File: src/rtl/cpu_clk_ctrl.sv
// Step-enable controller for the lab CPU: halt, free-run, single-step and burst.
// Owns the step-rate divider and the push-button debouncer.
module cpu_clk_ctrl #(
  parameter int          CNT_W     = 32,
  parameter int unsigned DEF_DIV   = 25000000,
  parameter int unsigned DB_CYCLES = 1000000
) (
  input  logic             clkin,
  input  logic             clr,
  input  logic [1:0]       mode,
  input  logic             step_btn,
  input  logic             div_load,
  input  logic [CNT_W-1:0] div_val,
  input  logic [7:0]       burst_len,
  output logic             cpu_en,
  output logic             clkout,
  output logic             busy,
  output logic [15:0]      tick_cnt
);

  typedef enum logic [1:0] {
    M_HALT  = 2'b00,
    M_RUN   = 2'b01,
    M_STEP  = 2'b10,
    M_BURST = 2'b11
  } mode_t;

  localparam int DB_W = (DB_CYCLES > 1) ? $clog2(DB_CYCLES) : 1;
  localparam logic [DB_W-1:0] DB_LAST = DB_W'(DB_CYCLES - 1);

  logic             s1_reg, s2_reg;
  logic             db_level_reg, db_level_next;
  logic             db_prev_reg;
  logic [DB_W-1:0]  db_cnt_reg, db_cnt_next;
  logic             press_reg, press_next;

  mode_t            mode_q_reg;
  logic [CNT_W-1:0] divisor_reg, divisor_next;
  logic [CNT_W-1:0] count_reg, count_next;
  logic [8:0]       remain_reg, remain_next;
  logic             busy_next;
  logic             en_next;

  logic             mode_chg;
  logic             run_en;
  logic             tick;

  // Debouncer: the level only follows s2 after it has differed for DB_CYCLES samples.
  always_comb begin
    db_level_next = db_level_reg;
    db_cnt_next   = '0;
    if (s2_reg != db_level_reg) begin
      if (db_cnt_reg == DB_LAST) db_level_next = s2_reg;
      else                       db_cnt_next   = db_cnt_reg + DB_W'(1);
    end
    press_next = db_level_reg & ~db_prev_reg;
  end

  always_comb begin
    mode_chg = (mode != mode_q_reg);
    run_en   = (mode == M_RUN) || ((mode == M_BURST) && busy);
    tick     = run_en && !mode_chg && (count_reg >= divisor_reg - CNT_W'(1));
    en_next  = tick || ((mode == M_STEP) && press_reg && !mode_chg);

    count_next = (!run_en || mode_chg || tick) ? '0 : count_reg + CNT_W'(1);

    divisor_next = divisor_reg;
    if (div_load) divisor_next = (div_val == '0) ? CNT_W'(1) : div_val;

    busy_next   = busy;
    remain_next = remain_reg;
    if (mode_chg || (mode != M_BURST)) begin
      busy_next   = 1'b0;
      remain_next = '0;
    end else if (busy) begin
      if (tick) begin
        remain_next = remain_reg - 9'd1;
        if (remain_reg == 9'd1) busy_next = 1'b0;
      end
    end else if (press_reg) begin
      remain_next = (burst_len == 8'd0) ? 9'd256 : {1'b0, burst_len};
      busy_next   = 1'b1;
    end
  end

  // mode_q resets to HALT so a non-HALT mode held through reset counts as a change.
  always_ff @(posedge clkin or posedge clr) begin
    if (clr) begin
      s1_reg       <= 1'b0;
      s2_reg       <= 1'b0;
      db_level_reg <= 1'b0;
      db_prev_reg  <= 1'b0;
      db_cnt_reg   <= '0;
      press_reg    <= 1'b0;
      mode_q_reg   <= M_HALT;
      divisor_reg  <= CNT_W'(DEF_DIV);
      count_reg    <= '0;
      remain_reg   <= '0;
      busy         <= 1'b0;
      cpu_en       <= 1'b0;
      clkout       <= 1'b0;
      tick_cnt     <= '0;
    end else begin
      s1_reg       <= step_btn;
      s2_reg       <= s1_reg;
      db_level_reg <= db_level_next;
      db_prev_reg  <= db_level_reg;
      db_cnt_reg   <= db_cnt_next;
      press_reg    <= press_next;
      mode_q_reg   <= mode_t'(mode);
      divisor_reg  <= divisor_next;
      count_reg    <= count_next;
      remain_reg   <= remain_next;
      busy         <= busy_next;
      cpu_en       <= en_next;
      clkout       <= clkout ^ en_next;
      if (en_next) tick_cnt <= tick_cnt + 16'd1;
    end
  end

endmodule

File: config.mk
export PLATFORM = sky130hd
export DESIGN_NAME = cpu_clk_ctrl
export DESIGN_NICKNAME = d
export VERILOG_FILES = /design/src/rtl/cpu_clk_ctrl.sv
export SDC_FILE = /design/constraint.sdc
export NUM_CORES = 1
export LEC_CHECK = 0
export CAP_MARGIN = 20
export CORE_ASPECT_RATIO = 1.1
export CORE_MARGIN = 3
export CORE_UTILIZATION = 30
export DETAILED_ROUTE_END_ITERATION = 8
export SETUP_SLACK_MARGIN = 0.1
export SLEW_MARGIN = 15
export SYNTH_ARGS = -nofsm -noshare
export SYNTH_HDL_FRONTEND = slang
export SYNTH_SLANG_ARGS = --single-unit
File: constraint.sdc
create_clock -name clkin -period 4.9 [get_ports clkin]
set_clock_uncertainty 0.05 [all_clocks]
set_input_delay 0.98 -clock clkin [delete_from_list [all_inputs] [get_ports clkin]]
set_output_delay 0.98 -clock clkin [all_outputs]
set_load 0.03 [all_outputs]
==> impl_metrics.env <==
export IMPL_rows=56
export IMPL_ys_warn_count=0
export IMPL_die_w_um=148
export IMPL_wl_per_cell_um=14.4
export IMPL_grt_max_degree=84
export IMPL_clkLatencyLatePin_ns=0.42
export IMPL_firstDrtPassIters=4
export IMPL_crit_type="flip-flop to flip-flop"
export IMPL_hold_path_class="flip-flop to flip-flop"
export IMPL_cap_violations=0
export IMPL_n_fill_cell=2185
export IMPL_dr_first_iter_drc_count=228
export IMPL_synth_area_leaders="dfrtp_1, ha_1, xor2_1"
export IMPL_fin_cells=1045
export IMPL_cts_hold_buf=0
export IMPL_final_max_slew_viol_count=0
export IMPL_cts_buffers_inserted=17
export IMPL_grt_use_total_pct=13.1
export IMPL_power_leakage_nw=3.38
export IMPL_final_hold_viol_count=0
export IMPL_drive_gt1_share_pct=12.5
export IMPL_internal_power_mw=2.03
export IMPL_clock_sinks=119
export IMPL_synth_enable_flop_cells=0
export IMPL_drc_errors=0
export IMPL_tightest_slew_ns=1.08
export IMPL_final_nets=826
export IMPL_maxSlewHeadroom_pct=27.1
export IMPL_status="finished clean"
export IMPL_via_per_inst=4.82
export IMPL_grt_pass1_wl_um=25500
export IMPL_worst_path_max_fanout=15
export IMPL_seq_power_share_pct=41.0
export IMPL_design_core_area_mm2=0.0216
export IMPL_syn_inst=671
export IMPL_layout_common_cells="dfrtp_1, nor2_1, clkdlybuf4s50_1"
export IMPL_post_route_period_util_pct=88.8
export IMPL_yosysTopAreaCell="dfrtp_1"
export IMPL_p_sw_share_pct=22.0
export IMPL_layout_commonest_cell="dfrtp_1"
export IMPL_ys_ff_latch=119
export IMPL_synth_async_sr_flop_share_pct=100
export IMPL_routed_wl_um=15100
export IMPL_tns_ns=0
export IMPL_p_switching_uw=573
export IMPL_h_tree_depth=4
export IMPL_dieArea_mm2=0.0240
export IMPL_synth_ff_type="dfrtp_1"
export IMPL_worst_setup_path_start_kind="flip-flop"
export IMPL_cts_root_buf="clkbuf_16"
export IMPL_initial_core_util_pct=30.8
export IMPL_fmax_mhz=230
export IMPL_vdd_drop_max_uv=237
export IMPL_synth_fp_nets=755
export IMPL_dp_hpwl_um=11000
export IMPL_clock_path_buffers=2
export IMPL_gp_congestion=0.815
export IMPL_fp_dieH_um=162
export IMPL_post_route_min_period_ns=4.35
export IMPL_synth_distinct_cells=56
export IMPL_synthesis_area_mm2=0.00666
export IMPL_grt_overflow=0
export IMPL_setup_viol=0
export IMPL_area_delta_synth_final_pct=24.8
export IMPL_dr_total_vias=5035
export IMPL_arrival_ns=4.58
export IMPL_rsz0062_at_grt="no"
export IMPL_path_clk_slew_ns=0.06
export IMPL_antenna_left=0
export IMPL_cts_tree="yes"
export IMPL_dp_cells=1012
export IMPL_io_buffers=64
export IMPL_syn_area_per_cell_um2=9.92
export IMPL_power_frac_comb_pct=7.2
export IMPL_seq_area_frac_synth_pct=45.0
export IMPL_antenna_cells=0
export IMPL_antenna_found_initial=0
export IMPL_io_pins=65
export IMPL_first_global_vias=5041
export IMPL_end_kind="flip-flop"
export IMPL_post_cts_resized=0
export IMPL_synth_top_area_share_pct=40.2
export IMPL_pwr_share_clk_pct=51.8
export IMPL_post_cts_setup_buffers=0
export IMPL_p_per_area_mw_per_mm2=313
export IMPL_required_ns=5.12
==> power by group through the flow <==
stage	logic [mW]	registers (mW)	clock network, mW
finish	0.188	1.06	1.35
global route	0.211	1.07	1.42
floorplan	0.116	1.07	0
CTS	0.189	1.06	1.38
detailed placement	0.188	1.08	0
global placement	0.186	1.08	0
==> worst max-delay path: stages, from the launching register on <==
cell and delay, ns:
dfstp_2 0.39, or4_4 0.52, or3_4 0.36, or3_4 0.37, nand2b_4 0.16, nand2b_4 0.16, nor4_4 0.17, xnor2_1 0.10
ha_1 0.31, nand4_1 0.16, nor4_1 0.39, nand3_1 0.12, a21oi_1 0.25, nor2_1 0.07, buf_4 0.19, o311ai_0 0.32
a31oi_1 0.12
==> worst paths after layout <==
path	slack [ns]	depth (start not counted)	end	start
setup / recovery	0.55	16	remain_reg[6]	divisor_reg[11]
setup reg to reg	0.55	16	remain_reg[6]	divisor_reg[11]
hold / removal	0.30	0	s2_reg	s1_reg
min in group asynchronous	0.83	2	s2_reg	clr
hold reg to reg	0.30	0	s2_reg	s1_reg
max in group asynchronous	2.97	4	divisor_reg[22]	clr
==> cell type report <==
| cell class | count | area (µm²) | share of cell area (%) |
|---|---|---|---|
| Clock inverter | 8 | 145 | 1.75 |
| Tap cell | 290 | 363 | 4.37 |
| Sequential cell | 119 | 2990 | 36.0 |
| Clock buffer | 24 | 492 | 5.92 |
| Multi-Input combinational cell | 517 | 3540 | 42.6 |
| Inverter | 15 | 58.8 | 0.708 |
| Timing Repair Buffer | 72 | 721 | 8.67 |
==> per-layer routing <==
layer	global-route usage (%)	up-vias	wire, µm
met2	21.5	68	7280
met3	3.54	15	556
met5	0	-	0
li1	-	2523	-
met1	17.1	2429	7080
met4	3.95	0	174
==> stage by stage <==
| step | utilization [%] | hold WS, ns | worst slack [ns] | cell area [µm²] | power (mW) |
|---|---|---|---|---|---|
| after floorplan | - | 0.281 | 0.732 | 6660 | 1.18 |
| after global placement | 35.4 | 0.291 | 0.641 | 7640 | 1.26 |
| after detailed placement | 35.4 | 0.286 | 0.462 | 7640 | 1.27 |
| after CTS | 38.4 | 0.300 | 0.450 | 8280 | 2.63 |
| after global routing | 38.5 | 0.316 | 0.204 | 8310 | 2.70 |
| final | 38.5 | 0.299 | 0.547 | 8310 | 2.60 |
==> logic make-up (layout without fill, tap and decap cells) <==
| kind of cell | after synthesis | in the layout | synth area share (%) |
|---|---|---|---|
| DFF | 119 | 119 | 45.0 |
| xor gates and xnor gates | 95 | 95 | 12.5 |
| buffers and inverters | 35 | 119 | 1.99 |
| muxes | 33 | 33 | 5.56 |
| adders and majority gates | 38 | 38 | 7.14 |
| AOI/OAI and AO/OA | 72 | 72 | 6.75 |
| and+or+nand+nor | 279 | 279 | 21.1 |
==> synthesized netlist by cell type, types with 8 or more instances <==
cell	instances
dfrtp_1	107
nor2_1	89
nand2_1	49
xor2_1	49
xnor2_1	46
ha_1	38
nand3_1	35
a21oi_1	34
mux2_2	31
nand4_1	24
nor4_1	21
nor3_1	19
clkbuf_1	16
inv_1	15
dfstp_2	12
o21ai_0	10
and3_1	8
Note: power is estimated with default switching activity, not from simulation.
